### src/rtl/transmissor_serial_paridade_pkg.sv
// Types, line-level constants and the even-parity helper shared by the serial
// transmitter and the even-parity detector bench.
package transmissor_serial_paridade_pkg;

    typedef enum logic [2:0] {
        IDLE   = 3'd0,
        START  = 3'd1,
        DATA   = 3'd2,
        PARITY = 3'd3,
        STOP   = 3'd4
    } estado_t;

    localparam logic LINHA_OCIOSA = 1'b1;
    localparam logic BIT_START    = 1'b0;

    localparam int PAR_MAX_W = 64;

    // Callers zero-extend their word; padding zeros do not change the result.
    function automatic logic paridade_par(input logic [PAR_MAX_W-1:0] palavra);
        return ^palavra;
    endfunction

endpackage

### src/rtl/transmissor_serial_paridade.sv
// Even-parity serial transmitter: start, DATA_W bits LSB first, parity, STOP_BITS stops.
// Optional macro PARITY_FAULT_EN adds falha_paridade to invert the parity bit of a frame.
module transmissor_serial_paridade
    import transmissor_serial_paridade_pkg::*;
#(
    parameter int DATA_W    = 8,
    parameter int STOP_BITS = 1
) (
    input  logic              clk,
    input  logic              reset,
    input  logic              bit_en,
    input  logic [DATA_W-1:0] dado_in,
    input  logic              valid_in,
`ifdef PARITY_FAULT_EN
    input  logic              falha_paridade,
`endif
    output logic              ready_out,
    output logic              saida_serial,
    output logic              ocupado,
    output logic              quadro_fim
);

    localparam int CNT_W = (DATA_W > 1) ? $clog2(DATA_W) : 1;
    localparam logic [CNT_W-1:0] CNT_LAST  = CNT_W'(DATA_W - 1);
    localparam logic             STOP_LAST = 1'(STOP_BITS - 1);

    if (STOP_BITS != 1 && STOP_BITS != 2) begin : g_stop_bits_invalido
        $error("STOP_BITS must be 1 or 2");
    end
    if (DATA_W < 1 || DATA_W > PAR_MAX_W) begin : g_data_w_invalido
        $error("DATA_W must be between 1 and 64");
    end

    estado_t           estado_q, estado_d;
    logic [DATA_W-1:0] shift_q, shift_d;
    logic              par_q, par_d;
    logic [CNT_W-1:0]  cnt_q, cnt_d;
    logic              stop_q, stop_d;
    logic              linha_q, linha_d;
    logic              fim_q, fim_d;
    logic              par_palavra;

    always_ff @(posedge clk or posedge reset) begin
        if (reset) begin
            estado_q <= IDLE;
            shift_q  <= '0;
            par_q    <= 1'b0;
            cnt_q    <= '0;
            stop_q   <= 1'b0;
            linha_q  <= LINHA_OCIOSA;
            fim_q    <= 1'b0;
        end else begin
            estado_q <= estado_d;
            shift_q  <= shift_d;
            par_q    <= par_d;
            cnt_q    <= cnt_d;
            stop_q   <= stop_d;
            linha_q  <= linha_d;
            fim_q    <= fim_d;
        end
    end

    always_comb begin
`ifdef PARITY_FAULT_EN
        par_palavra = paridade_par(PAR_MAX_W'(dado_in)) ^ falha_paridade;
`else
        par_palavra = paridade_par(PAR_MAX_W'(dado_in));
`endif
    end

    // bit_en is only looked at outside IDLE, so a strobe coinciding with
    // acceptance never shortens START.
    always_comb begin
        estado_d = estado_q;
        shift_d  = shift_q;
        par_d    = par_q;
        cnt_d    = cnt_q;
        stop_d   = stop_q;
        case (estado_q)
            IDLE: begin
                if (valid_in) begin
                    shift_d  = dado_in;
                    par_d    = par_palavra;
                    estado_d = START;
                end
            end
            START: begin
                if (bit_en) begin
                    cnt_d    = '0;
                    estado_d = DATA;
                end
            end
            DATA: begin
                if (bit_en) begin
                    shift_d = shift_q >> 1;
                    cnt_d   = cnt_q + 1'b1;
                    if (cnt_q == CNT_LAST) begin
                        estado_d = PARITY;
                    end
                end
            end
            PARITY: begin
                if (bit_en) begin
                    stop_d   = 1'b0;
                    estado_d = STOP;
                end
            end
            STOP: begin
                if (bit_en) begin
                    if (stop_q == STOP_LAST) begin
                        estado_d = IDLE;
                    end else begin
                        stop_d = stop_q + 1'b1;
                    end
                end
            end
            default: estado_d = IDLE;
        endcase
    end

    // Line level is decoded from the next state so it changes on the same edge.
    always_comb begin
        linha_d = LINHA_OCIOSA;
        case (estado_d)
            IDLE:    linha_d = LINHA_OCIOSA;
            START:   linha_d = BIT_START;
            DATA:    linha_d = shift_d[0];
            PARITY:  linha_d = par_d;
            STOP:    linha_d = 1'b1;
            default: linha_d = LINHA_OCIOSA;
        endcase
        fim_d = (estado_q == STOP) && (estado_d == IDLE);
    end

    assign ready_out    = (estado_q == IDLE);
    assign ocupado      = (estado_q != IDLE);
    assign saida_serial = linha_q;
    assign quadro_fim   = fim_q;

endmodule

### config.mk
export PLATFORM = sky130hd
export DESIGN_NAME = transmissor_serial_paridade
export DESIGN_NICKNAME = d
export VERILOG_FILES = /design/src/rtl/transmissor_serial_paridade_pkg.sv /design/src/rtl/transmissor_serial_paridade.sv
export SDC_FILE = /design/constraint.sdc
export NUM_CORES = 1
export LEC_CHECK = 0
export CAP_MARGIN = 10
export CORE_MARGIN = 1.5
export CORE_UTILIZATION = 50
export DETAILED_ROUTE_END_ITERATION = 10
export GPL_TIMING_DRIVEN = 0
export HOLD_SLACK_MARGIN = 0.1
export PLACE_DENSITY = 0.74
export SETUP_SLACK_MARGIN = 0.02
export SLEW_MARGIN = 5
export SYNTH_ARGS = -nofsm -noshare
export SYNTH_HDL_FRONTEND = slang
export SYNTH_SLANG_ARGS = --single-unit
export TNS_END_PERCENT = 1
### constraint.sdc
create_clock -name clk -period 2.7 [get_ports clk]
set_clock_uncertainty 0.15 [all_clocks]
set_input_delay 0.81 -clock clk [delete_from_list [all_inputs] [get_ports clk]]
set_output_delay 0.81 -clock clk [all_outputs]
set_load 0.1 [all_outputs]
## After elaboration in Yosys (flattened, before gate mapping)

Cells that the tools add are included.

| word-level totals | value |
|---|---|
| output and inout bits | 4 |
| register bits after elaboration | 18 |

| operators by class | value |
|---|---|
| eq/ne operators | 13 |
| add/subtract/negate cells | 2 |
| reduce and logical (&&, ||, !) cells | 11 |
| mux-type cells | 21 |

Operator list:

| cell | count |
|---|---|
| parity 64 bit | 1 |
| 2-to-1 mux 3 bit | 9 |
| 2-to-1 mux 8 bit | 2 |
| one-hot mux 8 bit (2 select lines) | 1 |
| one-hot mux 3 bit (5 select lines) | 1 |
| equality test 3 x 2 -> 1 bit, second input constant | 4 |
| inequality test 2 bit, second input constant | 5 |
| AND reduction 3 bit | 3 |
| equality test 3 x 1 -> 1 bit, second input constant | 2 |
| equality test 3 bit, second input constant | 2 |
| logical NOT 3 bit | 2 |
| one-hot mux 3 bit (2 select lines) | 1 |
| nonzero test 2 bit | 3 |
| 2-to-1 mux 1 bit | 5 |
| adder 3 x 1 -> 3 bit, second input constant | 1 |
| one-hot mux 1 bit (3 select lines) | 1 |
| nonzero test 3 bit | 1 |
| one-hot mux 1 bit (2 select lines) | 1 |
| adder 1 bit, second input constant | 1 |
| logical AND 1 bit | 1 |

## Depth between registers and ports, before layout

| depth | value |
|---|---|
| word-level depth | 6 |
| depth in mapped cells | 6 |
| gate-level depth less buffers | 6 |

## Worst setup path before layout

Ideal clock, no wire load.

| path | value |
|---|---|
| kind | reg2out |
| start point | register estado_q[1] |
| end point | output port ready_out |
| setup slack | -245 ps |
| arrival | 1985 ps |
| path buffers | 1 |
| cell stages (with the launch flop) | 4 |
| cell sequence | dfrtp_1 > buf_6 > or3_2 > inv_1 |

| between the ends | value |
|---|---|
| cells in the longest elaborated chain, start to end | 1 |

RTL lines:

| what | line | RTL |
|---|---|---|
| start: declaration | transmissor_serial_paridade.sv:34 | `estado_t estado_q, estado_d;` |
| start signal: assignment | transmissor_serial_paridade.sv:53 | `estado_q <= estado_d;` |
| logical NOT 3 bit | transmissor_serial_paridade.sv:135 | `assign ready_out = (estado_q == IDLE);` |
| end: declaration | transmissor_serial_paridade.sv:17 | `output logic ready_out,` |

No other way between the ends.

## Worst setup path after layout

| path | value |
|---|---|
| start point | register linha_q (netlist: saida_serial) |
| end point | output port saida_serial |

RTL lines:

| what | line | RTL |
|---|---|---|
| start: declaration | transmissor_serial_paridade.sv:39 | `logic linha_q, linha_d;` |
| start signal: assignment | transmissor_serial_paridade.sv:58 | `linha_q <= linha_d;` |
| end: declaration | transmissor_serial_paridade.sv:18 | `output logic saida_serial,` |

No word-level cell between the ends.

==> out/results.tsv <==
stage	metric	value	unit
outcome	status	finished, final reports clean	
detailed_routing	vias_per_cell	5.459	
logic_synthesis	yosysTopAreaCell	dfrtp_1	
critical_path	worstPathArrival	1.66	ns
cts	clockBufferDepth	2	
pwr	p_leak	0.5243	nW
critical_path	end_kind	primary output	
cts	post_cts_buffers	0	
detailed_routing	drt-wirelength-per-cell	13.61	um
layout	n_antenna_cell	0	
floorplanning	fp.dieW	45.48	um
global_routing	grt_pass1_wl	2.773	mm
hold_path	hold_depth	1	
timing	period_share	97.16	%
layout	multiInputGateArea	417.9	um2
detailed_routing	vias	666	
timing	tightest_slew	0.9568	ns
global_routing	grt_pass1_vias	650	
critical_path	cp.depth	1	
logic_synthesis	synth_seq_area_share	47.30	%
logic_synthesis	synthTopCellsByArea	dfrtp_1 (44%), xnor2_1 (6.8%), a222oi_1 (6.7%)	
critical_path	slowest_delay	0.84	ns
logic_synthesis	yosysWarningCount	0	
layout	ff_latch_area	426.7	um2
cts	cts_tree	done	
global_routing	gr-total-overflow	0	
logic_synthesis	synth_top_area_share	44.38	%
hold_path	hold_path_class	flip-flop to flip-flop	
cts	clockRootBuffer	clkbuf_4	
logic_synthesis	syn-num-nets	92	
placement	port-buffer-count	15	
floorplanning	io_pins	16	
cts	clk_latency	0.29	ns
timing	setup_violations	0	
logic_synthesis	synth_area	902.1	um2
layout	final_core_util	64.91	%
floorplanning	initial_core_util	52.82	%
detailed_routing	drc	0	
timing	slew_violations	0	
critical_path	worst_setup_path_start_kind	flip-flop	
timing	rsz0062_at_grt	no	
cts	htree_levels	1	
floorplanning	die-area	2068	um2
global_routing	grt_max_degree	18	
layout	final_cell_mix	dfrtp_1 (16), clkdlybuf4s50_1 (11), inv_1 (8)	
placement	globalplace.congestion	0.7448	
placement	hpwl	1.218	mm
logic_synthesis	syn_inst	78	
critical_path	crit_type	flip-flop to primary output	
global_routing	grtUsageTotal	18.84	%
detailed_routing	drt_wl_total	1.660	mm
logic_synthesis	ys_types	31	
layout	n_fill_cell	149	
cts	clock_sinks	17	
layout	final_nets	112	
timing	post-route-min-period	2.623	ns
logic_synthesis	synth.avg_cell_area	11.57	um2
layout	drive_gt1_share	21.65	%
global_routing	antenna_found_initial	0	
critical_path	cp_max_fo	1	
floorplanning	die_height	45.48	um
timing	hold_viol	0	
pwr	powerDensity	1180	nW/um2
critical_path	path_cells	dlygate4sd2_1	
floorplanning	num_rows	15	
critical_path	cpLargestDelayFamily	buffers and inverters	
layout	final_common_cell	dfrtp_1	
logic_synthesis	synth.ff_latch_count	17	
detailed_routing	drt-pass1-iter-count	4	
timing	max_freq	0.3812	GHz
cts	numCtsBuffers	3	
timing	slew_headroom	36.46	%
critical_path	r2r_cells	5	
critical_path	path_buf_inv	1	
critical_path	crit_slowest_cell	dlygate4sd2_1	
critical_path	required	1.74	ns
pwr	ir_worst_vdd	0.0006260	V
placement	placed_area	1091	um2
run	drv_cap	0	
layout	final_area	1109	um2
detailed_routing	drt_iter0_drc	28	
layout	syn_to_final_growth	22.88	%
floorplanning	core_area	1708	um2
cts	cts.clk_slew.worst_paths	0.11	ns
detailed_routing	postRouteAntennaNets	0	
-- cells in the mapped netlist, drive strengths merged --
cell type and count:
dfrtp 16, o21ai 2, or2 1, o22ai 1
or3 1, a21o 1, ha 2, and3b 1
a21boi 1, and4bb 1, nor4b 1, and2b 1
dfstp 1, a222oi 6, nor2 4, mux2 1
buf 3, and3 2, o21bai 1, xnor2 7
inv 9, nand2b 1, o31a 2, a21oi 2
a22o 7, and2 1, nand2 2
-- routing by layer --
layer | vias up | global-route usage, % | share of wire (%)
met3 | 4 | 3.571 | 2.7
met4 | 0 | 8.824 | 1.7
met5 | - | 0 | 0
met1 | 322 | 23.41 | 47
met2 | 13 | 31.27 | 49
li1 | 327 | - | -
-- stage by stage --
step / cells / power [mW] / setup WS (ns) / hold WS (ns) / TNS [ns]
6_report: 122 / 1.308 / 0.07680 / 0.3377 / 0
5_1_grt: 122 / 1.390 / 0.03854 / 0.3533 / 0
4_1_cts: 122 / 1.320 / -0.04849 / 0.3421 / -0.04849
3_5_place_dp: 118 / 1.195 / -0.4194 / 0.3187 / -0.6355
3_3_place_gp: 118 / 1.172 / -0.4015 / 0.3143 / -0.5977
2_1_floorplan: 78 / 1.039 / 0.2638 / 0.2961 / 0
-- state kept, by name, summed over array words and instances (netlist names) --
signal,cells
saida_serial,1
estado_q,3
par_q,1
quadro_fim,1
cnt_q,3
shift_q,8
-- cell families (layout without fill, tap and decap cells) --
logic type | after synthesis | count (layout) | share of synthesized area (%)
AO/OA/AOI/OAI | 23 | 23 | 21.50
XOR/XNOR | 7 | 7 | 6.796
adder cells (fa/ha/maj) | 2 | 2 | 2.773
buffers and inverters | 12 | 31 | 6.795
flip-flops | 17 | 17 | 47.30
multiplexers | 1 | 1 | 1.248
AND/OR/NAND/NOR | 16 | 16 | 13.59
-- worst paths after layout --
kind,to,slack [ns],start
max in group asynchronous,estado_q[2]$_DFF_PP0_,1.26,reset
min in group asynchronous,shift_q[2]$_DFFE_PP0P_,0.73,reset
setup reg to reg,saida_serial$_DFF_PP1_,0.94,cnt_q[0]$_DFFE_PP0P_
setup / recovery,saida_serial,0.08,saida_serial$_DFF_PP1_
hold / removal,shift_q[0]$_DFF_PP0_,0.34,shift_q[0]$_DFF_PP0_
hold reg to reg,shift_q[0]$_DFF_PP0_,0.34,shift_q[0]$_DFF_PP0_
-- what timing repair did --
| item | in CTS | in global routing |
|---|---|---|
| pin swaps | 0 | 0 |
| hold buffers | 0 | 0 |
| setup endpoints to repair | 4 | 1 |
| gates resized for setup | 11 | 2 |
-- power breakdown --
| part | switching (mW) | total (mW) | internal, mW |
|---|---|---|---|
| logic | 0.456 | 0.731 | 0.275 |
| registers | 0.0708 | 0.441 | 0.371 |
| clock network | 0.0799 | 0.135 | 0.0551 |
-- area by class of cell --
cell class | count | area share, %
clock buffers | 3 | 2.032
clock inverters | 1 | 0.4515
repair buffers | 15 | 12.64
plain buffers | 3 | 2.483
multi-input cells | 49 | 37.70
well taps | 25 | 2.822
flip-flops and latches | 17 | 38.49
inverters | 9 | 3.386
Power figures use the tool's default switching activity.
